==> config.mk <==
export PLATFORM = sky130hd
export DESIGN_NAME = int_reg_wb
export DESIGN_NICKNAME = d
export VERILOG_FILES = /design/src/rtl/cpu_pkg.sv /design/src/rtl/sync_fifo.sv /design/src/rtl/int_reg_wb.sv
export SDC_FILE = /design/constraint.sdc
export NUM_CORES = 1
export LEC_CHECK = 0
export CAP_MARGIN = 10
export CORE_MARGIN = 2
export CORE_UTILIZATION = 55
export CTS_BUF_LIST = sky130_fd_sc_hd__clkbuf_4 sky130_fd_sc_hd__clkbuf_8
export DETAILED_ROUTE_END_ITERATION = 10
export PLACE_DENSITY_LB_ADDON = 0.1
export SLEW_MARGIN = 10
export SYNTH_ARGS = -nofsm -noshare
export SYNTH_HDL_FRONTEND = slang
export SYNTH_SLANG_ARGS = --single-unit
==> constraint.sdc <==
create_clock -name clk -period 2.7 [get_ports clk]
set_input_delay 0.54 -clock clk [delete_from_list [all_inputs] [get_ports clk]]
set_output_delay 0.54 -clock clk [all_outputs]
set_load 0.05 [all_outputs]
==> src/rtl/cpu_pkg.sv <==
// ----------------------------------------------------------------------------
// cpu_pkg
// Shared definitions for the integer pipeline: datapath width, register
// address width and the writeback request record used between execute, the
// LSU and the register file write port.
// ----------------------------------------------------------------------------
package cpu_pkg;

    localparam int XLEN       = 32;
    localparam int REG_ADDR_W = 5;
    localparam int NUM_REGS   = 1 << REG_ADDR_W;
    localparam int WB_REQ_W   = REG_ADDR_W + XLEN;

    // One pending register write: destination and value.
    typedef struct packed {
        logic [REG_ADDR_W-1:0] rd;
        logic [XLEN-1:0]       data;
    } wb_req_t;

    // x0 is hardwired to zero, so a write aimed at it never reaches the file.
    function automatic logic writes_reg(input logic [REG_ADDR_W-1:0] rd);
        return rd != '0;
    endfunction

endpackage

==> src/rtl/sync_fifo.sv <==
// ----------------------------------------------------------------------------
// sync_fifo
// Single-clock FIFO with registered occupancy and a combinational head.
// Pushes while full and pops while empty are ignored.
//
// Parameters
//   WIDTH  entry width in bits
//   DEPTH  number of entries; power of two, >= 2
// Ports
//   clk    in   clock
//   rst    in   synchronous active-high reset (empties the FIFO)
//   push   in   write wdata at the tail this cycle
//   pop    in   remove the head this cycle
//   wdata  in   data to push
//   rdata  out  current head entry (valid when !empty)
//   full   out  DEPTH entries held
//   empty  out  no entries held
// ----------------------------------------------------------------------------
module sync_fifo #(
    parameter int WIDTH = 37,
    parameter int DEPTH = 4
) (
    input  logic             clk,
    input  logic             rst,
    input  logic             push,
    input  logic             pop,
    input  logic [WIDTH-1:0] wdata,
    output logic [WIDTH-1:0] rdata,
    output logic             full,
    output logic             empty
);

    localparam int PTR_W = $clog2(DEPTH);

    logic [WIDTH-1:0] mem [DEPTH];
    logic [PTR_W-1:0] wr_ptr;
    logic [PTR_W-1:0] rd_ptr;
    logic [PTR_W:0]   count;
    logic             do_push;
    logic             do_pop;

    assign full    = (count == (PTR_W+1)'(DEPTH));
    assign empty   = (count == '0);
    assign do_push = push && !full;
    assign do_pop  = pop && !empty;
    assign rdata   = mem[rd_ptr];

    // Pointers are exactly log2(DEPTH) bits, so they wrap without any
    // explicit compare; the extra count bit distinguishes full from empty.
    always_ff @(posedge clk) begin
        if (rst) begin
            wr_ptr <= '0;
            rd_ptr <= '0;
            count  <= '0;
        end else begin
            if (do_push) begin
                wr_ptr <= wr_ptr + PTR_W'(1);
            end
            if (do_pop) begin
                rd_ptr <= rd_ptr + PTR_W'(1);
            end
            case ({do_push, do_pop})
                2'b10:   count <= count + (PTR_W+1)'(1);
                2'b01:   count <= count - (PTR_W+1)'(1);
                default: count <= count;
            endcase
        end
    end

    // Storage needs no reset: entries are only read once the count says so.
    always_ff @(posedge clk) begin
        if (do_push) begin
            mem[wr_ptr] <= wdata;
        end
    end

endmodule

==> src/rtl/int_reg_wb.sv <==
// ----------------------------------------------------------------------------
// int_reg_wb
// Writeback arbiter and write-port driver for int_reg. Merges single-cycle
// ALU results with buffered load returns onto the single rd write port, and
// keeps a load scoreboard so decode can stall on registers whose load has
// not yet been written back. Datapath width comes from cpu_pkg::XLEN.
//
// Parameters
//   LQ_DEPTH   load-result queue entries; power of two, >= 2
// Ports
//   clk        in   clock
//   rst        in   synchronous active-high reset
//   alu_valid  in   ALU result present; always accepted
//   alu_rd     in   ALU destination register
//   alu_data   in   ALU result
//   lsu_valid  in   load result offered
//   lsu_ready  out  load result accepted when lsu_valid && lsu_ready
//   lsu_rd     in   load destination register
//   lsu_data   in   load data
//   iss_load   in   a load to iss_rd is issued this cycle
//   iss_rd     in   destination of the issued load
//   rs1_addr   in   decode source 1 for the busy lookup
//   rs2_addr   in   decode source 2 for the busy lookup
//   rs1_busy   out  rs1_addr has a pending load (combinational)
//   rs2_busy   out  rs2_addr has a pending load (combinational)
//   rd_wen     out  registered write enable to int_reg
//   rd_addr    out  registered write address
//   rd_wdata   out  registered write data
// ----------------------------------------------------------------------------
module int_reg_wb
    import cpu_pkg::*;
#(
    parameter int LQ_DEPTH = 4
) (
    input  logic                  clk,
    input  logic                  rst,
    input  logic                  alu_valid,
    input  logic [REG_ADDR_W-1:0] alu_rd,
    input  logic [XLEN-1:0]       alu_data,
    input  logic                  lsu_valid,
    output logic                  lsu_ready,
    input  logic [REG_ADDR_W-1:0] lsu_rd,
    input  logic [XLEN-1:0]       lsu_data,
    input  logic                  iss_load,
    input  logic [REG_ADDR_W-1:0] iss_rd,
    input  logic [REG_ADDR_W-1:0] rs1_addr,
    input  logic [REG_ADDR_W-1:0] rs2_addr,
    output logic                  rs1_busy,
    output logic                  rs2_busy,
    output logic                  rd_wen,
    output logic [REG_ADDR_W-1:0] rd_addr,
    output logic [XLEN-1:0]       rd_wdata
);

    wb_req_t               lsu_req;
    wb_req_t               lq_head;
    logic [WB_REQ_W-1:0]   lq_rdata;
    logic                  lq_full;
    logic                  lq_empty;
    logic                  lq_push;
    logic                  lq_pop;

    wb_req_t               sel_req;
    logic                  sel_valid;

    logic [NUM_REGS-1:1]   busy;
    logic [NUM_REGS-1:1]   busy_next;
    logic [NUM_REGS-1:0]   busy_vec;
    logic [NUM_REGS-1:0]   busy_vec_next;

    assign lsu_req.rd   = lsu_rd;
    assign lsu_req.data = lsu_data;
    assign lq_head      = lq_rdata;

    // Readiness depends only on the registered occupancy: a pop in this
    // cycle frees a slot for the next cycle, not this one.
    assign lsu_ready = !lq_full;
    assign lq_push   = lsu_valid && lsu_ready;

    sync_fifo #(
        .WIDTH (WB_REQ_W),
        .DEPTH (LQ_DEPTH)
    ) u_load_q (
        .clk   (clk),
        .rst   (rst),
        .push  (lq_push),
        .pop   (lq_pop),
        .wdata (lsu_req),
        .rdata (lq_rdata),
        .full  (lq_full),
        .empty (lq_empty)
    );

    // ALU results have absolute priority; the queue only drains in cycles
    // with no ALU traffic. A load is popped even when it targets x0.
    always_comb begin
        sel_valid = 1'b0;
        sel_req   = '0;
        lq_pop    = 1'b0;
        if (alu_valid) begin
            sel_valid    = 1'b1;
            sel_req.rd   = alu_rd;
            sel_req.data = alu_data;
        end else if (!lq_empty) begin
            sel_valid = 1'b1;
            sel_req   = lq_head;
            lq_pop    = 1'b1;
        end
    end

    // Write port registers. Address and data hold when nothing is selected.
    always_ff @(posedge clk) begin
        if (rst) begin
            rd_wen   <= 1'b0;
            rd_addr  <= '0;
            rd_wdata <= '0;
        end else if (sel_valid) begin
            rd_wen   <= writes_reg(sel_req.rd);
            rd_addr  <= sel_req.rd;
            rd_wdata <= sel_req.data;
        end else begin
            rd_wen   <= 1'b0;
        end
    end

    // The scoreboard is handled as a full 32-entry vector with bit 0 tied
    // low, so x0 set/clear/lookups fall out naturally and are discarded.
    // The issue-side set is applied after the pop-side clear so that a new
    // load to the same register keeps it busy.
    assign busy_vec = {busy, 1'b0};

    always_comb begin
        busy_vec_next = busy_vec;
        if (lq_pop) begin
            busy_vec_next[lq_head.rd] = 1'b0;
        end
        if (iss_load) begin
            busy_vec_next[iss_rd] = 1'b1;
        end
        busy_next = busy_vec_next[NUM_REGS-1:1];
    end

    always_ff @(posedge clk) begin
        if (rst) begin
            busy <= '0;
        end else begin
            busy <= busy_next;
        end
    end

    assign rs1_busy = busy_vec[rs1_addr];
    assign rs2_busy = busy_vec[rs2_addr];

endmodule

==> impl_metrics.py, run 1 <==
metrics = {
    "setup_path": {
        "reg2reg_from": "u_load_q.count[0]",
        "slowest_stage": "a2111oi_0",
        "worstSetupPathType": "reg2out",
        "cp.required_ns": 2.16,
        "crit_arrival_ns": 2.08,
        "worstSetupEndpointType": "primary output",
        "cp_num_cells": 6,
        "reg2reg_slack_ns": 0.36,
        "critPathBufInv": 1,
        "crit_family": "compound AO/OA/AOI/OAI gates",
        "crit_end": "rs2_busy",
        "timing.rr.end": "u_load_q.count[2]",
        "worstPathCellList": "nor2b_1 -> a2111oi_0 -> a311oi_1 -> nand4b_1 -> o311ai_2 -> buf_12",
        "cp_max_fo": 3,
        "critPathLaunchType": "flop",
        "cp-startpoint": "busy[4]",
        "cpPeakStageDelay_ns": 0.48,
        "r2r.worst_path.cells": 10,
    },
    "global_routing": {
        "grt_pass1_wl_um": 35300,
        "grt_pass1_vias": 6769,
        "gr-total-overflow": 0,
        "grtUsageTotal": 0.254,
        "grt_start_max_net_pins": 78,
        "antenna_found_initial": 1,
    },
    "power_and_ir_drop": {
        "p_per_area_nw_per_um2": 855,
        "total_power_mw": 10.2,
        "p_leak_nw": 4.34,
        "irDropWorstVdd_mv": 0.673,
    },
    "sta": {
        "hold_slack_ns": 0.514,
        "max_freq_mhz": 382,
        "slew-limit-headroom": 0.406,
        "fin_tns_setup_ns": 0,
        "fin_crit_ns": 2.62,
        "timing.final.ws_setup_ns": 0.0793,
        "fin_crit_sh": 0.971,
        "clock_skew_ns": 0.0270,
        "final_hold_viol_count": 0,
        "slew_viol_final": 0,
        "tightest_slew_ns": 0.891,
        "rsz0062_at_grt": "true",
        "final-setup-viol-count": 0,
    },
    "logic_synthesis": {
        "synth_flop_cell": "edfxtp_1",
        "synth_edf_count": 148,
        "syn_area_um2": 9450,
        "yosysMostFrequentCell": "edfxtp_1",
        "seq_area_frac_synth": 0.635,
        "syn_inst": 730,
        "ys_async_sr_fraction": 0,
        "synth_common_cells": "edfxtp_1, nand2_1, dfxtp_1",
        "yosys.area.top_type": "edfxtp_1",
        "syn_avg_cell_area_um2": 13.0,
        "ys_warn_count": 0,
        "synth_nets": 830,
        "synthDistinctLibCells": 39,
        "synth.area.top_cells": "edfxtp_1, dfxtp_1, mux4_2",
        "synth_top_area_share": 0.470,
        "synth_seq_cells": 226,
    },
    "drt": {
        "vias": 6476,
        "firstDrtPassIters": 5,
        "drt-initial-drc-count": 458,
        "drcViolationCount": 0,
        "antenna_left": 0,
        "wire_per_inst_um": 19.9,
        "avgViaCountPerCell": 5.72,
        "wl_um": 22500,
    },
    "layout": {
        "final_layout_size_suffix_gt1_frac": 0.161,
        "post-route-util": 0.712,
        "nNetsFinal": 984,
        "fin_area_um2": 11900,
        "final_cell_count_no_fill": 1132,
        "synthToLayoutAreaGrowth_pct": 25.8,
    },
    "die": {
        "start_util": 0.566,
        "rows": 47,
        "core_area_um2": 16700,
        "dieArea_um2": 18300,
        "io_pins": 135,
        "die_x_um": 135,
        "dieHeight_um": 135,
    },
    "place": {
        "placedCellCount": 1065,
        "place_area_um2": 11100,
        "gpl.final_weighted_congestion": 0.851,
        "pre_cts_ws_ns": -0.221,
        "dp.final_hpwl_um": 15000,
        "io_buffers": 134,
    },
    "clocking": {
        "cts_buffers": 37,
        "hold_buffers": 0,
        "clkLatencyLatePin_ns": 0.52,
        "root_buffer": "clkbuf_8",
        "clkSinkCount": 226,
        "cts_tree": "yes",
        "cts_max_path_buffers": 3,
        "clkSlewWorstSetupHoldPaths_ns": 0.06,
        "htreeDepth": 2,
    },
    "run": {
        "maxCapViolCount": 0,
    },
    "hold_path": {
        "min_path_type": "reg2reg",
    },
    "outcome": {
        "status": "finished clean",
    },
}
logic make-up (layout without fill, tap and decap cells):
family	after synthesis	after routing	share of synthesized area
flops	226	226	0.635
simple gates	221	221	0.113
compound gates	136	136	0.0926
buf+inv	83	264	0.0353
mux	53	53	0.110
fa+ha+maj	6	6	0.00873
xor+xnor	5	5	0.00463
other cells	0	1	0
worst register-to-register path, cell delays in order, from the launching register on:
cell and delay (ns):
dfxtp_1 0.35, inv_1 0.11, nand3_1 0.19, and2_1 0.26, inv_1 0.09, ha_1 0.19
inv_1 0.06, fa_1 0.38, xor2_1 0.16, or3_1 0.31, a21oi_1 0.16
repair_timing:
item                                    CTS  global route
pin swaps                                 2             0
gates resized for setup                   9            10
cloned                                    0             0
endpoints found under the setup margin    2             3
setup buffers                             0             0
area by class of cell:
cell class | count | area, um^2
flip-flops and latches | 226 | 6010
fillers | 1177 | 4810
multi-input cells | 421 | 3160
repair buffers | 158 | 1530
clock buffers | 56 | 696
well taps | 220 | 275
inverters | 40 | 150
clock inverters | 10 | 75.1
diodes | 1 | 2.50
report_power, final:
group	internal [mW]	leakage (nW)	switching, mW
registers	4.10	2.00	0.219
clock network	1.74	0.414	1.28
logic	1.12	1.92	1.70
total	6.97	4.34	3.20
sequential cells by signal, summed over array words and instances, names as in the netlist, named ones only:
register	flops
busy	31
rd_addr	5
rd_wdata	32
rd_wen	1
u_load_q.count	3
u_load_q.mem	148
u_load_q.rd_ptr	2
u_load_q.wr_ptr	2
layout by cell type (no fill, tap or decap), drive strengths merged, types with 3 or more instances in the layout:
master         count
nor2              17
and3               6
o21ai             32
nor3b              4
and3b              3
clkbuf            57
clkdlybuf4s50    123
mux2i             12
a2111oi            8
dfxtp             78
a21oi             50
edfxtp           148
a311oi             4
a211oi             6
or3                3
ha                 5
inv               41
nand2b             8
nor3               5
a221oi            32
clkinv             8
buf               28
xor2               3
nor2b             48
mux4              41
dlygate4sd2        4
nand2            119
per-layer routing:
metal,up-vias,routed length [um],share of wire,GRT usage
met2,262,11200,0.50,0.432
met5,-,0,0,0
met3,29,1560,0.069,0.0571
met4,0,378,0.017,0.0810
met1,3165,9350,0.42,0.327
li1,3020,-,-,-
how the worst min path moves through the flow:
stage / from / end / depth (start not counted)
floorplan: u_load_q.wr_ptr[1] / u_load_q.wr_ptr[1] / 2
global placement: u_load_q.wr_ptr[1] / u_load_q.wr_ptr[1] / 2
detailed placement: u_load_q.wr_ptr[1] / u_load_q.wr_ptr[1] / 2
CTS: u_load_q.wr_ptr[1] / u_load_q.wr_ptr[1] / 2
global route: u_load_q.wr_ptr[1] / u_load_q.wr_ptr[1] / 2
finish: u_load_q.wr_ptr[1] / u_load_q.wr_ptr[1] / 2
Note: power is estimated with default switching activity, not from simulation.
==> run 2: changes to the inputs <==
--- a/config.mk
+++ b/config.mk
@@ -11,6 +11,7 @@
 export CTS_BUF_LIST = sky130_fd_sc_hd__clkbuf_4 sky130_fd_sc_hd__clkbuf_8
 export DETAILED_ROUTE_END_ITERATION = 10
 export PLACE_DENSITY_LB_ADDON = 0.1
+export SKIP_LAST_GASP = 1
 export SLEW_MARGIN = 10
 export SYNTH_ARGS = -nofsm -noshare
 export SYNTH_HDL_FRONTEND = slang
==> run 2 against run 1 <==
Against the previous run:
- non-clock buffer count did not move
- clock-buffer cell count did not move
- sequential power barely moved
- critical path depth rose by 2
- sequential cell count did not move
- design area barely moved
- hold slack barely moved
- sequential share of layout area barely moved
- first-iteration DRC count rose by 2.0%
- highest routed layer unchanged
==> impl_metrics.py, run 2 (same netlist as run 1, synthesis figures left out) <==
metrics = {
    "sta": {
        "fin_crit_sh": 0.968,
        "final-setup-viol-count": 0,
        "slew-limit-headroom": 0.407,
        "final_hold_viol_count": 0,
        "max_freq_mhz": 382,
        "fin_crit_ns": 2.61,
        "slew_viol_final": 0,
        "clock_skew_ns": 0.0234,
        "tightest_slew_ns": 0.889,
        "rsz0062_at_grt": "true",
        "timing.final.ws_setup_ns": 0.0854,
    },
    "clocking": {
        "htreeDepth": 2,
        "cts_max_path_buffers": 3,
        "clkSinkCount": 226,
        "clkLatencyLatePin_ns": 0.52,
        "root_buffer": "clkbuf_8",
        "cts_setup_buffers": 0,
        "hold_buffers": 0,
        "clkSlewWorstSetupHoldPaths_ns": 0.06,
        "cts_buffers": 37,
        "cts_tree": "yes",
    },
    "die": {
        "rows": 47,
        "start_util": 0.566,
        "dieHeight_um": 135,
        "dieArea_um2": 18300,
        "core_area_um2": 16700,
        "io_pins": 135,
        "die_x_um": 135,
    },
    "place": {
        "pre_cts_ws_ns": -0.221,
        "dp.final_hpwl_um": 15000,
        "io_buffers": 134,
        "gpl.final_weighted_congestion": 0.851,
        "place_area_um2": 11100,
    },
    "power_and_ir_drop": {
        "p_leak_nw": 4.34,
        "p_per_area_nw_per_um2": 855,
        "irDropWorstVdd_mv": 0.673,
        "total_power_mw": 10.2,
    },
    "drt": {
        "top_layer_used": "met4",
        "wl_um": 22500,
        "met1_length_um": 9220,
        "vias": 6495,
        "firstDrtPassIters": 5,
        "wire_per_inst_um": 19.9,
        "antenna_left": 0,
        "wl_met3_um": 1680,
        "drt-initial-drc-count": 467,
        "dr_wl_met2_um": 11200,
        "avgViaCountPerCell": 5.74,
        "drcViolationCount": 0,
    },
    "global_routing": {
        "grt_pass1_vias": 6769,
        "gr-total-overflow": 0,
        "antenna_found_initial": 1,
        "grt_start_max_net_pins": 78,
        "grtUsageTotal": 0.254,
        "grt_pass1_wl_um": 35300,
    },
    "layout": {
        "final_cell_mix": "edfxtp_1, clkdlybuf4s50_1, nand2_1",
        "synthToLayoutAreaGrowth_pct": 25.8,
        "largestRegisters": "u_load_q.mem: 148 flops, rd_wdata: 32 flops, busy: 31 flops",
        "top_register": "u_load_q.mem",
        "fill_cells": 1176,
        "layout_commonest_cell": "edfxtp_1",
        "post-route-util": 0.712,
        "nNetsFinal": 984,
        "final_layout_size_suffix_gt1_frac": 0.161,
        "largest_reg_flops": 148,
        "fin_area_um2": 11900,
    },
    "setup_path": {
        "slowest_stage": "a311oi_1",
        "worstSetupPathType": "in2out",
        "cpPeakStageDelay_ns": 0.31,
        "cp_max_fo": 10,
        "reg2reg_from": "u_load_q.count[0]",
        "critPathLaunchType": "input pin",
        "crit_arrival_ns": 2.07,
        "worstSetupEndpointType": "primary output",
        "cp.required_ns": 2.16,
        "cp-startpoint": "rs2_addr[1]",
        "critPathBufInv": 3,
        "reg2reg_slack_ns": 0.36,
        "worstPathCellList": "clkdlybuf4s15_1 -> buf_4 -> nor2b_1 -> a211oi_1 -> a311oi_1 -> a41oi_1 -> o311ai_2 -> buf_12",
        "crit_family": "buffers and inverters",
    },
    "hold_path": {
        "min_path_type": "reg2reg",
        "min_from": "u_load_q.wr_ptr[1]",
    },
    "outcome": {
        "status": "finished clean",
    },
    "run": {
        "maxCapViolCount": 0,
    },
}
## run 2: cell counts in the layout (fill, tap and decap cells not counted)
No cell type changed its count.
## run 2: power breakdown
group	internal (mW)	leakage, nW	switching, mW
sequential	4.10	2.00	0.220
combinational	1.12	1.92	1.70
clock	1.75	0.414	1.27
total	6.97	4.34	3.20
## run 2: repair_timing
action,CTS,global route
pin swaps,2,0
gates resized for setup,9,9
endpoints found under the setup margin,2,3
## run 2: final cells by class
type / instances / area, um^2 / share of cell area
Tap cell: 220 / 275 / 0.0231
Clock inverter: 10 / 75.1 / 0.00631
Clock buffer: 56 / 696 / 0.0585
Sequential cell: 226 / 6010 / 0.505
Antenna cell: 1 / 2.50 / 0.000210
Timing Repair Buffer: 158 / 1530 / 0.129
Multi-Input combinational cell: 421 / 3150 / 0.265
Inverter: 40 / 150 / 0.0126
## run 2: metrics by stage
step	std cells	hold slack, ns	TNS [ns]
after floorplan	730	0.469	0
after global placement	1065	0.477	-0.348
after detailed placement	1065	0.512	-0.435
after CTS	1131	0.520	0
after global routing	1131	0.558	-0.0582
final	1132	0.514	0
## run 2: tightest hold or removal path: stages, from the launching register on
cell	delay [ns]
dfxtp_1	0.34
nand2_1	0.07
a21oi_1	0.06
## run 2: per-layer routing
| metal | GRT usage | vias up |
|---|---|---|
| met5 | 0 | - |
| met4 | 0.0810 | 0 |
| met3 | 0.0571 | 30 |
| met2 | 0.432 | 280 |
| met1 | 0.327 | 3167 |
| li1 | - | 3018 |
## run 2: final timing paths
check | endpoint | cells after the start
max | rs2_busy | 8
min | u_load_q.wr_ptr[1] | 2
max reg2reg | u_load_q.count[2] | 10
min reg2reg | u_load_q.wr_ptr[1] | 2
==> run 3: changes to the inputs <==
--- a/config.mk
+++ b/config.mk
@@ -7,8 +7,9 @@
 export LEC_CHECK = 0
 export CAP_MARGIN = 10
 export CORE_MARGIN = 2
-export CORE_UTILIZATION = 55
+export CORE_UTILIZATION = 56
 export CTS_BUF_LIST = sky130_fd_sc_hd__clkbuf_4 sky130_fd_sc_hd__clkbuf_8
+export CTS_CLUSTER_SIZE = 30
 export DETAILED_ROUTE_END_ITERATION = 10
 export PLACE_DENSITY_LB_ADDON = 0.1
 export SKIP_LAST_GASP = 1
==> run 3 against run 2 <==
Against the previous run:
- largest power group unchanged
- final cell count fell by 0.18%
- first-iteration DRC count down 24%
- sequential share of layout area about the same
- utilization is 0.73 points higher
- largest cell class unchanged
- highest routed layer unchanged
- critical endpoint is now lsu_ready
- clock-buffer cell count grew 2
- worst setup slack got worse by 0.029 ns
- sequential power about the same
- critical path depth fell by 5
- register-to-register slack got worse by 0.02 ns
- sequential cell count unchanged
- clock skew down 0.0069 ns
==> impl_metrics.py, run 3 (same netlist as run 1, synthesis figures left out) <==
metrics = {
    "layout": {
        "regArea_um2": 6010,
        "final_cell_count_no_fill": 1130,
        "final_cell_mix": "edfxtp_1, clkdlybuf4s50_1, nand2_1",
        "multi_input_area_um2": 3160,
        "top_register": "u_load_q.mem",
        "fin_area_um2": 11900,
        "largestRegisters": "u_load_q.mem: 148 flops, rd_wdata: 32 flops, busy: 31 flops",
        "antenna_cells": 0,
        "nNetsFinal": 981,
        "final_layout_size_suffix_gt1_frac": 0.159,
        "fill_cells": 1128,
        "layout_commonest_cell": "edfxtp_1",
        "largest_reg_flops": 148,
        "post-route-util": 0.719,
        "synthToLayoutAreaGrowth_pct": 25.7,
    },
    "power_and_ir_drop": {
        "combPwrFrac": 0.282,
        "p_per_area_nw_per_um2": 845,
        "switching_share": 0.315,
        "p_leak_nw": 4.32,
        "p_int_mw": 6.88,
        "seqPwrFrac": 0.428,
        "total_power_mw": 10.0,
        "switchingPower_mw": 3.17,
        "clockPowerShare": 0.290,
        "irDropWorstVdd_mv": 0.637,
    },
    "setup_path": {
        "worstSetupPathType": "reg2out",
        "crit_arrival_ns": 2.10,
        "reg2reg_slack_ns": 0.34,
        "cp_max_fo": 6,
        "worstSetupEndpointType": "primary output",
        "reg2reg_from": "u_load_q.count[0]",
        "r2r.worst_path.cells": 10,
        "critPathLaunchType": "flop",
        "cpPeakStageDelay_ns": 0.85,
        "timing.rr.end": "u_load_q.count[2]",
        "crit_family": "buffers and inverters",
        "cp-startpoint": "u_load_q.count[0]",
        "cp.required_ns": 2.16,
        "worstPathCellList": "inv_1 -> nand3_1 -> clkdlybuf4s50_1",
        "cp_num_cells": 3,
        "critPathBufInv": 2,
        "slowest_stage": "clkdlybuf4s50_1",
        "crit_end": "lsu_ready",
    },
    "die": {
        "io_pins": 135,
        "core_area_um2": 16500,
        "rows": 47,
        "start_util": 0.572,
        "die_x_um": 134,
        "dieArea_um2": 17900,
        "dieHeight_um": 134,
    },
    "drt": {
        "drt-initial-drc-count": 355,
        "vias": 6463,
        "drcViolationCount": 0,
        "wl_um": 21800,
        "firstDrtPassIters": 5,
        "wire_per_inst_um": 19.3,
        "antenna_left": 0,
        "avgViaCountPerCell": 5.72,
    },
    "clocking": {
        "hold_buffers": 0,
        "htreeDepth": 2,
        "cts_max_path_buffers": 3,
        "cts_tree": "yes",
        "root_buffer": "clkbuf_8",
        "clkSinkCount": 226,
        "clkSlewWorstSetupHoldPaths_ns": 0.06,
        "cts_setup_buffers": 0,
        "cts_buffers": 37,
        "clkLatencyLatePin_ns": 0.51,
    },
    "global_routing": {
        "gr-total-overflow": 0,
        "grtUsageTotal": 0.248,
        "grt_start_max_net_pins": 78,
        "grt_pass1_wl_um": 34500,
        "antenna_found_initial": 0,
        "grt_pass1_vias": 6551,
    },
    "outcome": {
        "status": "finished clean",
    },
    "sta": {
        "timing.final.ws_setup_ns": 0.0561,
        "slew_viol_final": 0,
        "final_hold_viol_count": 0,
        "hold_slack_ns": 0.526,
        "slew-limit-headroom": 0.414,
        "fin_crit_sh": 0.979,
        "clock_skew_ns": 0.0165,
        "rsz0062_at_grt": "false",
        "max_freq_mhz": 378,
        "tightest_slew_ns": 0.879,
        "final-setup-viol-count": 0,
        "fin_crit_ns": 2.64,
        "fin_tns_setup_ns": 0,
    },
    "place": {
        "pre_cts_ws_ns": -0.226,
        "place_area_um2": 11100,
        "io_buffers": 134,
        "placedCellCount": 1062,
        "dp.final_hpwl_um": 14500,
        "gpl.final_weighted_congestion": 0.891,
    },
    "hold_path": {
        "min_path_type": "reg2reg",
    },
    "run": {
        "maxCapViolCount": 0,
    },
}
## run 3: cell types whose count changed in the layout (fill, tap and decap cells not counted), moves of 2 or more
cell / change
buf_12: +4
buf_4: -7
clkbuf_4: +4
clkbuf_8: -2
clkinv_1: +3
clkinv_2: -2
## run 3: worst min-delay path, delay by kind of cell, from the launching register on
family	cells	cell delay (ns)
AO/OA/AOI/OAI	1	0.06
flip-flops	1	0.34
AND/OR/NAND/NOR	1	0.07
## run 3: power by group through the flow
stage / Combinational, mW / Clock, mW / Sequential (mW)
global placement: 2.80 / 0 / 4.35
global route: 3.05 / 3.12 / 4.35
CTS: 2.87 / 2.97 / 4.31
detailed placement: 2.85 / 0 / 4.38
finish: 2.84 / 2.91 / 4.30
floorplan: 1.56 / 0 / 4.70
## run 3: metal layers
layer / share of wire / vias to the layer above / routed length, um / global-route usage
li1: - / 3010 / - / -
met4: 0.027 / 0 / 594 / 0.0892
met2: 0.49 / 223 / 10700 / 0.415
met3: 0.062 / 45 / 1350 / 0.0484
met1: 0.42 / 3185 / 9110 / 0.325
met5: 0 / - / 0 / 0
## run 3: layout make-up
cell class / instances / area share
Sequential cell: 226 / 0.505
Multi-Input combinational cell: 421 / 0.266
Timing Repair Buffer: 155 / 0.131
Clock buffer: 58 / 0.0587
Tap cell: 220 / 0.0232
Inverter: 40 / 0.0126
Clock inverter: 10 / 0.00379
## run 3: timing repair
action / in CTS / in global routing
resized for setup: 9 / 10
pin swaps: 3 / 1
setup endpoints to repair: 2 / 2
gates cloned: 0 / 0
## run 3: worst min path at each step
stage                       startpoint  cells after the start            endpoint  slack (ns)
finish              u_load_q.wr_ptr[1]                      2  u_load_q.wr_ptr[1]        0.53
global route        u_load_q.wr_ptr[1]                      2  u_load_q.wr_ptr[1]        0.55
CTS                 u_load_q.wr_ptr[1]                      2  u_load_q.wr_ptr[1]        0.53
detailed placement  u_load_q.wr_ptr[1]                      2  u_load_q.wr_ptr[1]        0.52
global placement    u_load_q.wr_ptr[1]                      2  u_load_q.wr_ptr[1]        0.48
floorplan           u_load_q.wr_ptr[1]                      2  u_load_q.wr_ptr[1]        0.47
==> variant (flow settings as in run 2) <==
Set the package constant `REG_ADDR_W` to 4 (it was 5).
--- a/src/rtl/cpu_pkg.sv
+++ b/src/rtl/cpu_pkg.sv
@@ -7,7 +7,7 @@
 package cpu_pkg;
 
     localparam int XLEN       = 32;
-    localparam int REG_ADDR_W = 5;
+    localparam int REG_ADDR_W = 4;
     localparam int NUM_REGS   = 1 << REG_ADDR_W;
     localparam int WB_REQ_W   = REG_ADDR_W + XLEN;
 
Ports: changed (6 resized); port bits go from 135 to 129. The function was not compared with the original's and may differ.
==> variant against run 2 <==
Synthesized area is 12% lower; worst hold slack worse by 0.016 ns; design area is 12% lower; via count is 18% lower; clock skew is 0.0029 ns lower; wire length is 22% lower; cell count is 20% lower; register-to-register slack worse by 0.03 ns; power is 11% lower; sequential cell count is 21 lower; setup slack worse by 0.060 ns.
==> variant: results <==
set metrics [dict create \
    status "finished clean" \
    antennaDiodeCount 0 \
    drive_gt1_share_pct 18.97 \
    top_regs "u_load_q.mem: 144 flops, rd_wdata: 32 flops, busy: 15 flops" \
    port-buffer-count 128 \
    cp-startpoint "rs1_addr[2]" \
    cts_buffers 34 \
    viasPerCell 5.919 \
    wl_met2_um 8765 \
    cp.arrival_ns 2.13 \
    power_switching_mw 2.857 \
    gp_congestion 0.8345 \
    drt_iter0_drc 376 \
    slowest_stage "clkdlybuf4s50_1" \
    ir_worst_vdd_uv 475.0 \
    synth_edf_count 144 \
    wl_met3_um 1268 \
    fin_cells 901 \
    cellLeakagePower_nw 3.647 \
    wl_per_cell_um 19.54 \
    grt_max_degree 83 \
    use_met2_pct 38.68 \
    synth.avg_cell_area_sq_um 15.15 \
    yosys-top-cells-count "edfxtp_1, dfxtp_1, a21oi_1" \
    maxSlewHeadroom_pct 41.33 \
    ctsResizeCount 3 \
    syn_nets 644 \
    ys_types 42 \
    grtUsageMet3_pct 4.523 \
    crit_fanout 5 \
    rrSetupSlack_ns 0.33 \
    wl_met1_um 7200 \
    r2r-start "u_load_q.count[2]$_SDFFE_PP0P_" \
    dp_hpwl_um 11220 \
    clock_skew_ns 0.02047 \
    antenna_found_initial 0 \
    dp.cells 839 \
]
variant: changes by cell type after synthesis, moves of 8 or more:
| cell | before | now |
|---|---|---|
| nor2_1 | 17 | 6 |
| dfxtp_1 | 78 | 61 |
| mux2i_1 | 12 | 4 |
| o21ai_0 | 28 | 2 |
| nand2_1 | 119 | 52 |
| a2111oi_0 | 8 | 0 |
| nor2b_1 | 48 | 2 |
variant: power by group through the flow:
stage	Clock (mW)	Combinational [mW]	Sequential (mW)
5_1_grt	2.84	2.68	3.93
4_1_cts	2.70	2.52	3.90
3_3_place_gp	0	2.47	3.94
3_5_place_dp	0	2.51	3.96
2_1_floorplan	0	1.36	4.29
6_report	2.63	2.49	3.89
variant: area by class of cell:
cell class                      instances  area (sq um)  area share [%]
Timing Repair Buffer                  146          1401           13.42
Clock inverter                         12         60.06          0.5750
Inverter                               43         161.4           1.545
Sequential cell                       205          5548           53.11
Tap cell                              184         230.2           2.204
Clock buffer                           50         606.8           5.810
Multi-Input combinational cell        261          2437           23.33
variant: final timing paths:
check	end
setup / recovery	rs1_busy
hold / removal	flip-flop
setup reg to reg	u_load_q.count[2]$_SDFFE_PP0P_
hold reg to reg	flip-flop
variant: logic make-up (layout without fill, tap and decap cells):
family | Yosys count | after routing | share of synthesized area (%)
AND/OR/NAND/NOR | 86 | 86 | 5.732
adder cells (fa/ha/maj) | 6 | 6 | 0.9929
multiplexers | 48 | 48 | 12.40
flip-flops | 205 | 205 | 66.68
XOR/XNOR | 2 | 2 | 0.2107
AO/OA/AOI/OAI | 119 | 119 | 9.914
buffers and inverters | 83 | 251 | 4.077
variant: through the flow:
step	TNS (ns)	setup slack [ns]
floorplan	0	0.1093
global placement	-0.3458	-0.1819
detailed placement	-0.4019	-0.2183
CTS	0	0.01334
global route	0	0.005767
finish	0	0.02576
